### src/rtl/uart_pkg.sv
// Shared UART definitions: receiver state encoding, data width and default baud divisor.
package uart_pkg;

    localparam int UART_DATA_W       = 8;
    localparam int UART_BAUD_DEFAULT = 5207;

    typedef enum logic [1:0] {
        ST_IDLE  = 2'd0,
        ST_START = 2'd1,
        ST_DATA  = 2'd2,
        ST_STOP  = 2'd3
    } rx_state_t;

endpackage

### src/rtl/uart_rx_bit_timer.sv
// Bit-period counter for the UART receiver: counts 0..BAUD while running and
// flags the mid-bit sample point and the end-of-bit wrap.
module uart_rx_bit_timer
    import uart_pkg::*;
#(
    parameter int BAUD = UART_BAUD_DEFAULT
) (
    input  logic clk,
    input  logic rst_n,
    input  logic run,
    output logic sample,
    output logic wrap
);

    localparam int                CNT_W   = (BAUD > 0) ? $clog2(BAUD + 1) : 1;
    localparam logic [CNT_W-1:0]  LP_LAST = CNT_W'(BAUD);
    localparam logic [CNT_W-1:0]  LP_HALF = CNT_W'(BAUD / 2);

    logic [CNT_W-1:0] r_count;

    // Held at zero while idle so a new frame always starts timing from the edge.
    always_ff @(posedge clk or negedge rst_n) begin
        if (!rst_n) begin
            r_count <= '0;
        end else if (!run || r_count == LP_LAST) begin
            r_count <= '0;
        end else begin
            r_count <= r_count + CNT_W'(1);
        end
    end

    assign sample = run && (r_count == LP_HALF);
    assign wrap   = run && (r_count == LP_LAST);

endmodule

### src/rtl/uart_rx_framer.sv
// 8N1 UART receiver with valid/ready output, mid-bit sampling, glitch rejection
// on the start bit, and frame-error / overrun pulses.
module uart_rx_framer
    import uart_pkg::*;
#(
    parameter int BAUD = UART_BAUD_DEFAULT
) (
    input  logic                   clk,
    input  logic                   rst_n,
    input  logic                   rx,
    output logic [UART_DATA_W-1:0] rx_data,
    output logic                   rx_valid,
    input  logic                   rx_ready,
    output logic                   rx_busy,
    output logic                   frame_err,
    output logic                   overrun
);

    logic                   r_rxMeta;
    logic                   r_rxSync;
    logic                   r_rxPrev;
    rx_state_t              r_state;
    rx_state_t              w_nextState;
    logic [2:0]             r_bitIdx;
    logic [UART_DATA_W-1:0] r_shift;
    logic [UART_DATA_W-1:0] r_rxData;
    logic                   r_rxValid;
    logic                   r_frameErr;
    logic                   r_overrun;
    logic                   w_run;
    logic                   w_sample;
    logic                   w_wrap;
    logic                   w_goodByte;
    logic                   w_badStop;

    // Synchronizer and edge-history flops reset to the idle line level.
    always_ff @(posedge clk or negedge rst_n) begin
        if (!rst_n) begin
            r_rxMeta <= 1'b1;
            r_rxSync <= 1'b1;
            r_rxPrev <= 1'b1;
        end else begin
            r_rxMeta <= rx;
            r_rxSync <= r_rxMeta;
            r_rxPrev <= r_rxSync;
        end
    end

    assign w_run = (r_state != ST_IDLE);

    uart_rx_bit_timer #(
        .BAUD   (BAUD)
    ) u_bit_timer (
        .clk    (clk),
        .rst_n  (rst_n),
        .run    (w_run),
        .sample (w_sample),
        .wrap   (w_wrap)
    );

    always_ff @(posedge clk or negedge rst_n) begin
        if (!rst_n) begin
            r_state <= ST_IDLE;
        end else begin
            r_state <= w_nextState;
        end
    end

    // The stop bit is judged at its midpoint and the FSM leaves immediately,
    // giving half a bit of slack to catch the next start edge.
    always_comb begin
        w_nextState = r_state;
        w_goodByte  = 1'b0;
        w_badStop   = 1'b0;
        case (r_state)
            ST_IDLE: begin
                if (r_rxPrev && !r_rxSync) w_nextState = ST_START;
            end
            ST_START: begin
                if (w_sample && r_rxSync) w_nextState = ST_IDLE;
                else if (w_wrap)          w_nextState = ST_DATA;
            end
            ST_DATA: begin
                if (w_wrap && r_bitIdx == 3'd7) w_nextState = ST_STOP;
            end
            ST_STOP: begin
                if (w_sample) begin
                    w_nextState = ST_IDLE;
                    w_goodByte  = r_rxSync;
                    w_badStop   = !r_rxSync;
                end
            end
            default: w_nextState = ST_IDLE;
        endcase
    end

    always_ff @(posedge clk or negedge rst_n) begin
        if (!rst_n) begin
            r_bitIdx <= 3'd0;
            r_shift  <= '0;
        end else begin
            if (r_state == ST_START && w_wrap) r_bitIdx <= 3'd0;
            if (r_state == ST_DATA && w_sample) r_shift[r_bitIdx] <= r_rxSync;
            if (r_state == ST_DATA && w_wrap) r_bitIdx <= r_bitIdx + 3'd1;
        end
    end

    // A held byte is never overwritten; a new byte only lands if the old one
    // is absent or being consumed in the same cycle.
    always_ff @(posedge clk or negedge rst_n) begin
        if (!rst_n) begin
            r_rxData   <= '0;
            r_rxValid  <= 1'b0;
            r_frameErr <= 1'b0;
            r_overrun  <= 1'b0;
        end else begin
            r_frameErr <= w_badStop;
            r_overrun  <= 1'b0;
            if (w_goodByte) begin
                if (!r_rxValid || rx_ready) begin
                    r_rxData  <= r_shift;
                    r_rxValid <= 1'b1;
                end else begin
                    r_overrun <= 1'b1;
                end
            end else if (r_rxValid && rx_ready) begin
                r_rxValid <= 1'b0;
            end
        end
    end

    assign rx_data   = r_rxData;
    assign rx_valid  = r_rxValid;
    assign rx_busy   = w_run;
    assign frame_err = r_frameErr;
    assign overrun   = r_overrun;

endmodule
### config.mk
export PLATFORM = sky130hd
export DESIGN_NAME = uart_rx_framer
export DESIGN_NICKNAME = d
export VERILOG_FILES = /design/src/rtl/uart_pkg.sv /design/src/rtl/uart_rx_bit_timer.sv /design/src/rtl/uart_rx_framer.sv
export SDC_FILE = /design/constraint.sdc
export NUM_CORES = 1
export LEC_CHECK = 0
export ABC_AREA = 0
export CELL_PAD_IN_SITES_DETAIL_PLACEMENT = 1
export CELL_PAD_IN_SITES_GLOBAL_PLACEMENT = 1
export CORE_MARGIN = 2
export CORE_UTILIZATION = 49
export CTS_BUF_LIST = sky130_fd_sc_hd__clkbuf_16
export DETAILED_ROUTE_END_ITERATION = 6
export HOLD_SLACK_MARGIN = 0.1
export PLACE_DENSITY_LB_ADDON = 0.15
export SLEW_MARGIN = 10
export SYNTH_ARGS = -nofsm -noshare
export SYNTH_HDL_FRONTEND = slang
export SYNTH_HIERARCHICAL = 1
export SYNTH_SLANG_ARGS = --single-unit
### constraint.sdc
create_clock -name clk -period 4.03 [get_ports clk]
set_input_delay 1.0075 -clock clk [delete_from_list [all_inputs] [get_ports clk]]
set_output_delay 1.0075 -clock clk [all_outputs]
set_load 0.03 [all_outputs]
==> run metrics, run 1 <==
critical path class=reg -> reg; setup_tns=0 ps; Setup Fix Bufs, Post-CTS=0; global routing's busiest layer=met2; Seq/Total Area, Yosys=0.528; Pwr Total=around 1 mW; HPWL Detailed=approximately 2.7 mm; global-route track usage on met1=0.248; Post-DRT Antenna Nets=0; max incr delay on CP=around 620 ps; largest net degree at the start of global routing=41; FP Rows=22; Total GRT Usage=0.213; HP Start=r_rxMeta; Max Clock Freq=around 300 MHz; Die Height=about 66 um; CTS tree=built; crit-path cells=or2_2 > nand4b_1 > or4_1 > nor3_1 > nand4_1 > nor2b_1 > mux2_1; clock root buffer=clkbuf_16; Netlist cell types=38; routability congestion estimate=0.735; drt drc=0; RSZ-0062 raised after global routing=no; top-count cell post-synth=dfrtp_1; Synth Register Bits=40; Least-Margin Pin Slew=1120 ps; max-slew violations=0; Layout Skew=5.12 ps; post-synth top area share=0.487; Worst Setup End Kind=register; core box area=3690 um2; io pins=16; FF-to-FF path depth=7; CTS Sinks=40; count of final setup violators=0; Vias=about 1300; Commonest cells post-synth=dfrtp_1, mux2_1, nand2_1; CTS Buf Count=5; Worst Path Arrival=between 3000 and 4000 ps; crit path max fanout=14; WL final=~4 mm; hold path depth=0; fin nets=approximately 190; share of cells above drive strength 1=0.133; Worst Path Required=between 4000 and 5000 ps; Cells after Synth=~170; design area=2220 um2; diode count=0; GR Layer Usage met2=0.361; Worst Hold End=r_rxSync; Clk Latency, worst-skew pair=between 200 and 300 ps; DIE AREA=approximately 4400 um2; Syn Std Cell Area=roughly 1900 um2; Max H-tree Level=2; Critical R2R Capture=rx_data[1]; Initial Util=0.516; area of the multi-input gates=roughly 830 um2; synth warn=6; total of max-cap violations=0; minimum clock period=3290 ps; FFs w/ async S/R, synth=1.00; Overflow after GRT=0; Via density=between 5 and 6; slowest CP cell=nor2b_1; CTS Hold Buffers Added=0; final hold violations=0; Reg clk slew, reported paths=60 ps; Syn Nets=around 170; hold crit path type=reg -> reg; IO buf count=15; Leak=between 0.9 and 1 nW; power density over the cells=approximately 460 nW/um2; status=finished, final reports clean; ys flop type=dfrtp_1; Placed Area=2050 um2; Post-synth EDFFs=0; Die Wd=around 66 um; Slew headroom=0.247; element type at the critical path start=register; initial antenna violation count=0; r2r setup slk=740 ps; Tcrit/Tclk final=0.816; filler instances=approximately 370; drt wl/cell=between 15 and 20 um; vias in the first global route=1368; drt pass-1 iters=5; P&R area growth vs syn=16.8%; GR met3 Demand/Resource=0.0545; DR iter-0 viols=42; first-pass GRT wire length=a little under 7 mm; number of gates resized after cts=0; top post-synthesis cells by area=dfrtp_1, mux2_1, dfstp_2; Syn Area/Cell=about 12 um2; FF/Latch Area=approximately 1000 um2; clk buf depth=2; area leader, netlist=dfrtp_1; Peak VDD IR=about 0.00028 V
-- stage by stage --
step | hold WS [ps] | utilization | worst slack [ps] | cells
global placement | 346 | 0.557 | 1050 | 220
floorplan | 345 | - | 1610 | 165
global route | 371 | 0.602 | 396 | 228
detailed placement | 352 | 0.557 | 803 | 220
CTS | 360 | 0.602 | 769 | 228
finish | 362 | 0.602 | 743 | 228
-- worst max path at each step --
stage                     startpoint    endpoint  slack, ps  cells past startpoint
after floorplan           r_state[0]  rx_data[0]       1610                      8
after global placement      register  rx_data[7]       1050                      7
after detailed placement    register  rx_data[1]        800                      7
after CTS                   register  rx_data[1]        770                      7
after global routing      r_state[0]  rx_data[1]        400                      7
final                       register  rx_data[1]        740                      7
-- report_power, final --
part	switching (mW)	internal [mW]	leakage [nW]
Combinational	0.0564	0.0393	0.351
Clock	0.153	0.290	0.0798
Sequential	0.0534	0.429	0.538
-- final cells by class --
cell class | instances | area share
Tap cell | 48 | 0.0270
Clock buffer | 5 | 0.0563
Multi-Input combinational cell | 114 | 0.375
Sequential cell | 40 | 0.452
Inverter | 3 | 0.00507
Clock inverter | 3 | 0.0191
Timing Repair Buffer | 15 | 0.0653
-- registers in the layout, summed over array words and instances, names as in the netlist, named ones only --
name and count:
r_rxMeta 1, r_rxPrev 1, overrun 1, r_rxSync 1, rx_valid 1, u_bit_timer/r_count 13, r_bitIdx 3, r_shift 8
rx_data 8, r_state 1, frame_err 1
-- logic make-up (layout without fill, tap and decap cells) --
group           Yosys count  count (layout)  share of synthesized area
flops                    40              40                      0.528
compound gates           28              28                     0.0953
xor+xnor                  3               3                     0.0138
simple gates             62              62                      0.202
mux                      17              17                      0.101
fa+ha+maj                 4               4                     0.0263
buf+inv                  11              26                     0.0342
-- routing by layer --
| metal | part of all wire | vias up | routed length [um] |
|---|---|---|---|
| met5 | 0 | - | 0 |
| met4 | 0.033 | 0 | 132 |
| met3 | 0.036 | 15 | 144 |
| met2 | 0.52 | 30 | 2050 |
| met1 | 0.41 | 671 | 1650 |
| li1 | - | 631 | - |
-- cell usage in the layout, fill, tap and decap left out, types with 2 or more instances in the layout --
master           instances
mux2_2                   4
nor2_1                  10
clkdlybuf4s50_1         14
o21ai_0                  9
nand3b_1                 2
mux2_1                  13
or3_1                    3
xnor2_1                  2
nand4b_1                 2
nand2b_1                 3
nand3_1                 10
or4b_4                   2
o31ai_1                  4
a21oi_1                 10
nand4_1                  2
clkbuf_16                5
inv_1                    3
nor3b_1                  2
ha_1                     4
nand2_1                 11
nor3_1                   2
a22o_1                   3
or4_1                    5
dfstp_2                  3
dfrtp_1                 37
-- worst max-delay path: cells and delay by family (launching register included) --
| family | cells | cell delay (ps) |
|---|---|---|
| and+or+nand+nor | 6 | 2200 |
| muxes | 1 | 400 |
| DFF | 1 | 570 |
Note: power is estimated with default switching activity, not from simulation.
==> run 2, diff against run 1 <==
--- a/config.mk
+++ b/config.mk
@@ -9,7 +9,7 @@
 export CELL_PAD_IN_SITES_DETAIL_PLACEMENT = 1
 export CELL_PAD_IN_SITES_GLOBAL_PLACEMENT = 1
 export CORE_MARGIN = 2
-export CORE_UTILIZATION = 49
+export CORE_UTILIZATION = 46
 export CTS_BUF_LIST = sky130_fd_sc_hd__clkbuf_16
 export DETAILED_ROUTE_END_ITERATION = 6
 export HOLD_SLACK_MARGIN = 0.1
==> constraint.sdc (replaced) <==
create_clock -name clk -period 3.3 [get_ports clk]
set_input_delay 0.825 -clock clk [delete_from_list [all_inputs] [get_ports clk]]
set_output_delay 0.825 -clock clk [all_outputs]
set_load 0.03 [all_outputs]
==> run 2 against run 1 <==
Flip-flop and latch count did not move. Global-route usage fell by 0.067 points. Count of clock-buffer cells in the layout stayed put. Cell area is 0.79% higher. Clock skew barely moved. Worst hold slack worse by 1.2 ps. Fmax is 11% higher. Cell count increased by 1.8%. Combinational power rose by 22%. Register-to-register slack got worse by 390 ps. Die area is 6.1% higher. Clock power rose by 23%. Critical endpoint is now rx_data[2].
==> run metrics, run 2 (synthesized netlist as in run 1, its figures left out) <==
Die Wd=approximately 68 um; final core occ=0.560; CTS tree=built; drt drc=0; Via density=a little under 6; Slew headroom=0.406; Max Clock Freq=339 MHz; DR iter-0 viols=61; Overflow after GRT=0; Post-DRT Antenna Nets=0; CTS Buf Count=5; P&R area growth vs syn=17.7%; routability congestion estimate=around 0.76; filler instances=between 400 and 500; diode count=0; Least-Margin Pin Slew=891 ps; FF-to-FF path depth=8; first-pass GRT wire length=7.02 mm; clock root buffer=clkbuf_16; DIE AREA=4670 um2; number of gates resized after cts=0; Die Height=slightly below 70 um; Layout Skew=approximately 5.5 ps; Tcrit/Tclk final=0.894; fin nets=189; Layout Cells excl Fill=about 230; HPWL Detailed=around 2.8 mm; Reg clk slew, reported paths=approximately 60 ps; initial antenna violation count=0; vias in the first global route=1414; core box area=between 4000 and 5000 um2; Leak=just under 1 nW; max reg flops=13; design area=between 2000 and 2500 um2; Worst Path Arrival=about 3100 ps; critical path class=reg -> reg; Worst Setup End Kind=register; commonest non-fill, non-tap cell in the layout=dfrtp_1; Clk Latency, worst-skew pair=between 200 and 300 ps; setup_tns=0 ps; Total GRT Usage=0.213; share of cells above drive strength 1=0.143; Max H-tree Level=2; max-slew violations=0; crit path max fanout=14; placed cells=224; Critical R2R Capture=rx_data[2]; CTS Sinks=40; Worst Path Required=between 3000 and 4000 ps; Initial Util=0.476; hold path depth=0; HP Start=r_rxMeta; Setup Fix Bufs, Post-CTS=0; element type at the critical path start=register; Worst Hold End=r_rxSync; power density over the cells=560 nW/um2; CTS Hold Buffers Added=0; Placed Area=~2100 um2; total of max-cap violations=0; RSZ-0062 raised after global routing=no; most frequent cells in the layout=dfrtp_1, clkdlybuf4s50_1, mux2_1; WL final=between 4 and 5 mm; io pins=16; count of final setup violators=0; Vias=1337; minimum clock period=a little under 3000 ps; FP Rows=23; IO buf count=15; drt pass-1 iters=4; status=finished, final reports clean; final hold violations=0; Largest Register=u_bit_timer/r_count; drt wl/cell=around 17 um; clk buf depth=2; largest net degree at the start of global routing=between 40 and 50; r2r setup slk=roughly 350 ps; hold crit path type=reg -> reg; Peak VDD IR=around 0.00038 V
run 2: cell types whose count changed in the layout (fill, tap and decap cells not counted), sizes merged:
| cell | delta |
|---|---|
| buf | +2 |
run 2: where the power goes:
group | total (mW) | internal (mW) | switching (mW)
clock network | 0.548 | 0.355 | 0.193
registers | 0.590 | 0.524 | 0.0653
logic | 0.117 | 0.0482 | 0.0690
total | 1.25 | 0.928 | 0.327
run 2: worst max path at each step:
| stage | end |
|---|---|
| 3_5_place_dp | rx_data[2] |
| 2_1_floorplan | rx_data[0] |
| 6_report | rx_data[2] |
| 3_3_place_gp | rx_data[0] |
| 4_1_cts | rx_data[2] |
| 5_1_grt | rx_data[2] |
run 2: layer usage:
metal,up-vias,share of wire,GRT usage
met2,22,0.54,0.380
met1,676,0.40,0.232
li1,631,-,-
met5,-,0,0
met3,8,0.035,0.0609
met4,0,0.022,0.0975
run 2: metrics by stage:
step	power (mW)	hold slack, ps	worst slack [ps]
final	1.25	360	349
after global routing	1.32	366	157
after CTS	1.27	363	346
after detailed placement	0.715	354	364
after global placement	0.707	347	567
after floorplan	0.682	345	878
run 2: area by class of cell:
class	count	area (um2)	share of cell area
well taps	50	62.6	0.0279
repair buffers	17	160	0.0715
clock buffers	5	125	0.0559
flip-flops and latches	40	1000	0.449
inverters	3	11.3	0.00503
multi-input cells	114	833	0.372
clock inverters	3	42.5	0.0190
run 2: critical path, stage by stage (launching register included):
cell	delay, ps
dfrtp_1	580
or2_2	260
nand4b_1	90
or4_1	400
nor3_1	500
nand4_1	280
nor2b_1	170
buf_4	190
mux2_1	350
